**config.mk**
```make
export PLATFORM = sky130hd
export DESIGN_NAME = alu_mp_sequencer
export DESIGN_NICKNAME = d
export VERILOG_FILES = /design/src/rtl/alu_pkg.sv /design/src/rtl/alu_mp_sequencer.sv
export SDC_FILE = /design/constraint.sdc
export NUM_CORES = 1
export LEC_CHECK = 0
export CAP_MARGIN = 25
export CORE_MARGIN = 2
export CORE_UTILIZATION = 46
export CTS_BUF_LIST = sky130_fd_sc_hd__clkbuf_16
export CTS_CLUSTER_DIAMETER = 100
export DETAILED_ROUTE_END_ITERATION = 10
export GPL_ROUTABILITY_DRIVEN = 1
export PLACE_DENSITY = 0.82
export SKIP_CTS_REPAIR_TIMING = 1
export SLEW_MARGIN = 20
export SYNTH_ARGS = -nofsm -noshare
export SYNTH_HDL_FRONTEND = slang
export SYNTH_SLANG_ARGS = --single-unit
```
**constraint.sdc**
```tcl
create_clock -name clk -period 3.3 [get_ports clk]
set_input_delay 0.66 -clock clk [delete_from_list [all_inputs] [get_ports clk]]
set_output_delay 0.66 -clock clk [all_outputs]
set_load 0.01 [all_outputs]
```
**src/rtl/alu_pkg.sv**
```systemverilog
// Shared ALU mode encodings and multi-precision sequencer state type.
package alu_pkg;

    localparam logic [1:0] ALU_S_ADD = 2'b00;
    localparam logic [1:0] ALU_S_ADC = 2'b01;
    localparam logic [1:0] ALU_S_SUB = 2'b10;
    localparam logic [1:0] ALU_S_SBC = 2'b11;

    typedef enum logic [1:0] {
        IDLE = 2'd0,
        RUN  = 2'd1,
        DONE = 2'd2
    } seq_state_t;

endpackage

```
**src/rtl/alu_mp_sequencer.sv**
```systemverilog
// Multi-precision add/subtract sequencer: feeds a 16-bit ALU slice by slice, LSW first.
// Optional ALU_MP_ABORT_EN adds an abort input and stages result writes until completion.
//
// state | meaning
// IDLE  | waiting for start; result and flags hold last values
// RUN   | one ALU slice per cycle, carry chained through alu_cin
// DONE  | one-cycle done pulse, result and flags valid
module alu_mp_sequencer
    import alu_pkg::*;
#(
    parameter int WORDS = 4
) (
    input  logic                clk,
    input  logic                rst,
    input  logic                start,
    input  logic                op,
    input  logic [16*WORDS-1:0] opa,
    input  logic [16*WORDS-1:0] opb,
    output logic [15:0]         alu_a,
    output logic [15:0]         alu_b,
    output logic                alu_cin,
    output logic [1:0]          alu_s,
    input  logic [15:0]         alu_result,
    input  logic                alu_c,
    input  logic                alu_v,
    input  logic                alu_z,
    input  logic                alu_n,
    output logic                busy,
    output logic                done,
    output logic [16*WORDS-1:0] result,
    output logic                c,
    output logic                v,
    output logic                z,
    output logic                n
`ifdef ALU_MP_ABORT_EN
    ,
    input  logic                abort
`endif
);

    localparam int W  = 16 * WORDS;
    localparam int IW = (WORDS > 1) ? $clog2(WORDS) : 1;

    seq_state_t    state;
    logic [IW-1:0] idx;
    logic          carry;
    logic          z_acc;
    logic          op_lat;
    logic [W-1:0]  a_lat;
    logic [W-1:0]  b_lat;
    logic          last;

    assign last = (idx == IW'(WORDS - 1));
    assign busy = (state != IDLE);
    assign done = (state == DONE);

    always_comb begin
        alu_a   = '0;
        alu_b   = '0;
        alu_s   = ALU_S_ADD;
        alu_cin = 1'b0;
        if (state == RUN) begin
            alu_a = a_lat[{idx, 4'b0000} +: 16];
            alu_b = b_lat[{idx, 4'b0000} +: 16];
            if (idx == '0) begin
                alu_s = op_lat ? ALU_S_SUB : ALU_S_ADD;
            end else begin
                alu_s   = op_lat ? ALU_S_SBC : ALU_S_ADC;
                alu_cin = carry;
            end
        end
    end

`ifdef ALU_MP_ABORT_EN
    // Slices accumulate here so an aborted operation leaves result untouched.
    logic [W-1:0] stage;
    logic [W-1:0] stage_next;

    always_comb begin
        stage_next = stage;
        stage_next[{idx, 4'b0000} +: 16] = alu_result;
    end
`endif

    always_ff @(posedge clk) begin
        if (rst) begin
            state  <= IDLE;
            idx    <= '0;
            carry  <= 1'b0;
            z_acc  <= 1'b0;
            op_lat <= 1'b0;
            a_lat  <= '0;
            b_lat  <= '0;
            result <= '0;
            c      <= 1'b0;
            v      <= 1'b0;
            z      <= 1'b0;
            n      <= 1'b0;
`ifdef ALU_MP_ABORT_EN
            stage  <= '0;
`endif
        end else begin
            case (state)
                IDLE: begin
                    if (start) begin
                        a_lat  <= opa;
                        b_lat  <= opb;
                        op_lat <= op;
                        idx    <= '0;
                        carry  <= 1'b0;
                        z_acc  <= 1'b1;
                        state  <= RUN;
                    end
                end
                RUN: begin
`ifdef ALU_MP_ABORT_EN
                    if (abort) begin
                        idx   <= '0;
                        state <= IDLE;
                    end else begin
                        stage <= stage_next;
                        if (last) result <= stage_next;
`else
                    begin
                        result[{idx, 4'b0000} +: 16] <= alu_result;
`endif
                        carry <= alu_c;
                        z_acc <= z_acc & alu_z;
                        idx   <= idx + 1'b1;
                        if (last) begin
                            c     <= alu_c;
                            v     <= alu_v;
                            n     <= alu_n;
                            z     <= z_acc & alu_z;
                            idx   <= '0;
                            state <= DONE;
                        end
                    end
                end
                DONE: begin
                    state <= IDLE;
                end
                default: begin
                    state <= IDLE;
                end
            endcase
        end
    end

endmodule

```
# Word level (Yosys, flattened, before mapping)
# Index checks and enable logic that the tools add are counted.
# op_classes
n_div	0
eq_ne	5
n_reduce_logical	8
magnitude_cmp	0
muxes	19
n_mul	0
n_shift	4
n_addsub	2
bitwise	1
# ops
operator	count
variable part select 64 x 7 -> 16 bit	2
bitwise mux 64 bit	1
variable shift 16 x 8 -> 64 bit (first input constant)	1
variable part select 16 x 8 -> 64 bit	1
two-way mux 16 bit	2
two-way mux 2 bit	8
negation 6 -> 8 bit	1
one-hot mux 2 bit (2 select lines)	2
AND reduction 2 bit	4
== test 2 bit (second input constant)	2
logical NOT 2 bit	2
two-way mux 1 bit	4
inequality test 2 bit (second input constant)	2
one-hot mux 1 bit (2 select lines)	2
nonzero test 2 bit	2
adder 2 x 1 -> 2 bit (second input constant)	1
== test 2 x 1 -> 1 bit (second input constant)	1
AND 1 bit	1
# word_totals
latchBits	0
reg_bits	203
ram_bits	0
out_inout_bits	105
memories	0
mem_bits_ro	0
in_bits	152

# Depth between registers and ports, before layout
# Gate-level depths: netlist of run 1.
# logic_depth
depth_word	3
ltp_mapped	9

# Least setup slack after synthesis of run 1
# OpenSTA, ideal clock, no wires.
# synth_path
kind	flip-flop to flip-flop
startpoint	reg idx[1]
endpoint	reg result[62]
setup_slack_ns	0.763
n_path_buf	3
arrival_time_ns	2.479
stages_incl_launch_ff	9
required_ns	3.242
cell_sequence	dfxtp_1 -> clkbuf_1 -> clkbuf_1 -> inv_1 -> ha_1 -> or4b_4 -> nor3_4 -> buf_6 -> a22o_2
# synth_via
elab_chain_len	3
word_cells_on_any_way	4
# synth_lines
item	line_no	text
start: declaration	alu_mp_sequencer.sv:45	logic [IW-1:0] idx;
start signal: assignment	alu_mp_sequencer.sv:129	idx <= idx + 1'b1;
negation 6 -> 8 bit *	alu_mp_sequencer.sv:125	result[{idx, 4'b0000} +: 16] <= alu_result;
variable part select 16 x 8 -> 64 bit / variable shift 16 x 8 -> 64 bit (equally long branches)	alu_mp_sequencer.sv:125	
bitwise mux 64 bit *	alu_mp_sequencer.sv:125	
end signal: indexed assignment	alu_mp_sequencer.sv:125	
end: declaration	alu_mp_sequencer.sv:30	output logic [16*WORDS-1:0] result,
# Mark *: on every way between the ends. The rest lies on a longest branch, timed or not.
# A chain may end at the register's enable or synchronous reset.

# Worst setup path after layout of run 1
# layout_path
startpoint	reg idx[1]
endpoint	out alu_cin
# layout_via
elab_chain_len	3
# layout_lines
item	line_no	text
logical NOT 2 bit	alu_mp_sequencer.sv:65	if (idx == '0) begin
two-way mux 1 bit	alu_mp_sequencer.sv:65	
two-way mux 1 bit	alu_mp_sequencer.sv:62	if (state == RUN) begin
end: declaration	alu_mp_sequencer.sv:21	output logic alu_cin,
# Every way passes these cells.

==> results of run 1 <==
[through the flow]
step	area (um2)	utilization	hold WS (ps)
after floorplan	8021	-	431.7
after global placement	10680	0.6219	438.8
after detailed placement	10680	0.6219	443.3
after CTS	11300	0.6581	451.3
after global routing	11320	0.6592	465.3
final	11320	0.6592	451.4
[worst max-delay path, cell delays in order, from the launching register on]
cell	delay, ps
dfxtp_2	320
buf_4	280
inv_1	130
ha_1	270
nor3b_1	310
clkdlybuf4s50_1	630
[cells in the final DEF (no fill, tap or decap), types with 2 or more instances in the layout]
cell type          n
clkbuf_16         21
dfxtp_1          201
nor2b_1           17
clkinv_2           4
clkinv_1           5
and4_1             2
nand3_1            5
nor2b_4            2
ha_1               6
a22o_1            49
a22o_2            15
nor3b_1            2
inv_1              7
clkdlybuf4s50_1  255
buf_4             14
nand2_1          265
mux4_2            32
nor2_1             4
a21oi_1          139
buf_12             3
dfxtp_2            2
and2_1            33
[cell families after synthesis]
kind of cell,synth area share
AND/OR/NAND/NOR,0.1856
AO/OA/AOI/OAI,0.1624
flip-flops,0.5066
buffers and inverters,0.04617
multiplexers,0.08985
adder cells (fa/ha/maj),0.009359
[path summary, 6_finish.rpt]
| kind | slack, ps | to | from | depth (start not counted) |
|---|---|---|---|---|
| max reg2reg | 900 | result[25] | idx[1] | 6 |
| min reg2reg | 450 | b_lat[39] | b_lat[39] | 2 |
| min | 450 | b_lat[39] | b_lat[39] | 2 |
| max | 200 | alu_cin | idx[1] | 5 |
[state kept, by name (all words and copies together) (netlist names)]
name    count
n           1
z           1
state       2
v           1
c           1
a_lat      64
idx         2
z_acc       1
op_lat      1
carry       1
result     64
b_lat      64
[area by class of cell]
class	count	share of cell area
Sequential cell	203	0.3592
Multi-Input combinational cell	585	0.3194
Timing Repair Buffer	273	0.2410
Clock buffer	21	0.04641
Tap cell	225	0.02486
Clock inverter	16	0.008509
Inverter	2	0.0006631
[report_power, final]
part	internal, W	switching, W	leakage [nW]
clock	0.00123	0.000940	0.328
combinational	0.000377	0.000338	2.22
sequential	0.00256	0.0000616	1.66
total	0.00417	0.00134	4.21
[metal layers]
metal / up-vias / track usage / share of wire
met4: 0 / 0.08102 / 0.028
li1: 3399 / - / -
met5: - / 0 / 0
met1: 3312 / 0.2855 / 0.41
met3: 39 / 0.05891 / 0.078
met2: 265 / 0.4045 / 0.48
==> reports/metrics.cfg, run 1 <==
[global_routing]
first_global_vias=6866
track_usage=0.2348
grt_max_degree=130
grt_pass1_wl_um=34840
grt-ovfl-total=0
antenna_found_initial=0

[timing]
post-route-period-util=0.9383
clock_skew_ps=3.696
finalCriticalPeriod_ps=3096
tightestPinTransition_ps=911.5
hold_viol=0
fmax_mhz=323.0
setup_viol=0
rsz0062_at_grt=no
relSlewSlack=0.3923
tns_ps=0
timing.final.ws_setup_ps=203.8
maxSlewViolCount=0

[route]
drtIter0Drc=414
avgRoutedWirePerCell_um=16.98
vias=7015
drc_errors=0
drt-vias-per-instance=5.294
antenna_left=0
wl_um=22500
first_pass_iters=4

[critical_path]
crit_type=register to output port
worst-path-max-fanout=18
required_ps=2640
startpoint_type=register
end_kind=output port
arrival_ps=2440

[clock_tree]
htree_levels=1
clock_sink_count=203
cts-buffers-inserted=21
clkTransAtPathRegs_ps=60
cts_buffer_depth=3
clock_latency_ps=490
clock-root-buffer=clkbuf_16
cts_tree=yes

[floorplanning]
die-height_um=136.1
die_w_um=136.1
die-area_um2=18510
io_pins=257
core-area_um2=17180
num_rows=48
start_util=0.4670

[power]
fin_total_pwr_w=0.005512
vdd_drop_max_mv=0.4192
power_density_nw_per_um2=486.9
leakagePower_nw=4.210

[cells_and_area]
area_growth_pct=41.15
nNetsFinal=1244
fillers=1388
drive_gt1_frac=0.09364
diodes=0
final-instance-count-excl-fill=1325
multi_input_area_um2=3616
seq_area_um2=4066

[synthesis]
synth_seq_cells=203
synth_top_area_frac=0.5066
yosysSeqAreaShare=0.5066
post-synth-top-count-cell=nand2_1
yosys.area.top_type=dfxtp_1
syn_inst=859
yosys_warnings=0
yosys-top-cells-area=dfxtp_1, nand2_1, mux4_2, a21oi_1, a22o_1
synthFlopType=dfxtp_1
synthArstFlopShare=0
syn_area_per_cell_um2=9.338
synth_area_um2=8021
mappedNetlistNets=1017
synth_cell_types=33
synthTopCellsByCount=nand2_1, dfxtp_1, a21oi_1
synth-edff-count=0

[run_status]
status=finished clean

[placement]
gp_congestion=0.8248
place_inst=1287
hpwl_um=14830
post-place-ws_ps=602.3
portBuffers=256

[min_path]
worstHoldPathType=register to register

[flow_run]
maxCapViolations=0

No activity file was read; power rests on OpenSTA's default activity.
==> inputs of run 2 (changes only) <==
Settings changed: CAP_MARGIN 25 to not set, CORE_ASPECT_RATIO set to 1.25.
==> reports/metrics.cfg, run 2 (synthesis gave the netlist of run 1 again) <==
[run_status]
status=finished clean  ; unchanged

[timing]
fmax_mhz=326.6  ; was 323.0 MHz
hold_viol=0  ; unchanged
finalCriticalPeriod_ps=3062  ; was 3096 ps
post-route-period-util=0.9278  ; was 0.9383
maxSlewViolCount=0  ; unchanged
rsz0062_at_grt=no  ; unchanged
setup_viol=0  ; unchanged
clock_skew_ps=10.97  ; was 3.696 ps
tightestPinTransition_ps=999.6  ; was 911.5 ps
timing.final.ws_setup_ps=238.2  ; was 203.8 ps
relSlewSlack=0.3286  ; was 0.3923
tns_ps=0  ; unchanged
whs_ps=448.7  ; was 451.4 ps

[critical_path]
end_kind=output port  ; unchanged
startpoint_type=register  ; unchanged
critPathBufInv=2  ; was 3
worst-path-max-fanout=18  ; unchanged
critPathSlowestCell=dfxtp_4  ; was clkdlybuf4s50_1
slowest_delay_ps=500  ; was 630 ps
arrival_ps=2400  ; was 2440 ps
required_ps=2640  ; about the same
critPathTopFamily=buffers and inverters  ; unchanged
path_cells=buf_12 > mux4_2 > and2_1 > clkdlybuf4s50_1  ; was buf_4 > inv_1 > ha_1 > nor3b_1 > clkdlybuf4s50_1
crit_type=register to output port  ; unchanged

[route]
first_pass_iters=4  ; unchanged
antenna_left=0  ; unchanged
drt-vias-per-instance=5.276  ; was 5.294
drtIter0Drc=444  ; was 414
avgRoutedWirePerCell_um=17.10  ; was 16.98 um
wl_um=22520  ; was 22500 um
vias=6948  ; was 7015
drc_errors=0  ; unchanged

[global_routing]
first_global_vias=6880  ; was 6866
grt_max_degree=130  ; unchanged
antenna_found_initial=1  ; was 0
track_usage=0.2372  ; was 0.2348
grt-ovfl-total=0  ; unchanged
grt_pass1_wl_um=34990  ; was 34840 um

[floorplanning]
io_pins=257  ; unchanged
start_util=0.4638  ; was 0.4670
die_w_um=122.1  ; was 136.1 um
die-area_um2=18520  ; was 18510 um2
num_rows=54  ; was 48
core-area_um2=17300  ; was 17180 um2
die-height_um=151.6  ; was 136.1 um

[clock_tree]
cts-buffers-inserted=20  ; was 21
clock_sink_count=203  ; unchanged
clock-root-buffer=clkbuf_16  ; unchanged
cts_buffer_depth=3  ; unchanged
clkTransAtPathRegs_ps=60  ; about the same
cts_tree=yes  ; unchanged
clock_latency_ps=490  ; about the same
htree_levels=1  ; unchanged

[power]
vdd_drop_max_mv=0.3022  ; was 0.4192 mV
leakagePower_nw=4.193  ; was 4.210 nW
power_density_nw_per_um2=490.3  ; was 486.9 nW/um2

[cells_and_area]
final_cell_mix=nand2_1, clkdlybuf4s50_1, dfxtp_1  ; unchanged
nNetsFinal=1238  ; was 1244
area_growth_pct=41.24  ; was 41.15%
top_regs=a_lat (64), b_lat (64), result (64)  ; unchanged
final_common_cell=nand2_1  ; unchanged
fillers=1433  ; was 1388
drive_gt1_frac=0.09249  ; was 0.09364

[min_path]
worstHoldPathType=register to register  ; unchanged

[placement]
portBuffers=256  ; unchanged
post-place-ws_ps=600.2  ; was 602.3 ps
hpwl_um=15210  ; was 14830 um
gp_congestion=0.8082  ; was 0.8248

[flow_run]
maxCapViolations=0  ; unchanged

[run 2: changes by cell type in the layout (fill, tap and decap cells not counted), moves of 3 or more]
cell	change
buf_12	+3
clkinv_2	+3
clkinv_1	-3
buf_4	-6
inv_1	-3
[run 2: worst register-to-register path: cells and delay by family (launching register included)]
| kind | cells | cell delay [ps] |
|---|---|---|
| flops | 1 | 590 |
| fa+ha+maj | 1 | 380 |
| simple gates | 2 | 1090 |
| buf+inv | 1 | 160 |
| compound gates | 1 | 270 |
[run 2: power breakdown]
group / switching, W / internal, W
Clock: 0.000920 / 0.00130
Combinational: 0.000323 / 0.000377
Sequential: 0.0000673 / 0.00256
[run 2: final timing paths]
kind         slack, ps  cells after the start  startpoint          to
max                240                      4      idx[0]   alu_b[13]
min                450                      2      op_lat      op_lat
max reg2reg        760                      5      idx[1]  result[57]
min reg2reg        450                      2      op_lat      op_lat
[run 2: per-stage QoR]
| stage | total power, W | instances | cell area, um2 | util |
|---|---|---|---|---|
| 2_1_floorplan | 0.003049 | 859 | 8021 | - |
| 3_3_place_gp | 0.003369 | 1282 | 10690 | 0.6180 |
| 3_5_place_dp | 0.003386 | 1282 | 10690 | 0.6180 |
| 4_1_cts | 0.005593 | 1316 | 11320 | 0.6547 |
| 5_1_grt | 0.005773 | 1317 | 11330 | 0.6550 |
| 6_report | 0.005555 | 1317 | 11330 | 0.6550 |
[run 2: layer usage]
layer,GRT usage,up-vias,part of all wire
met5,0,-,0
met4,0.08391,0,0.028
met3,0.05314,38,0.077
met2,0.4156,251,0.49
met1,0.2856,3280,0.40
li1,-,3379,-
[run 2: final cells by class]
type                            count  area, um2  area share
Sequential cell                   203       4069      0.3591
Multi-Input combinational cell    584       3602      0.3179
Timing Repair Buffer              269       2733      0.2412
Clock buffer                       21      525.5     0.04638
Tap cell                          224      280.3     0.02474
Clock inverter                     13      110.1    0.009718
Inverter                            2      7.507   0.0006626
Antenna cell                        1      2.502   0.0002209
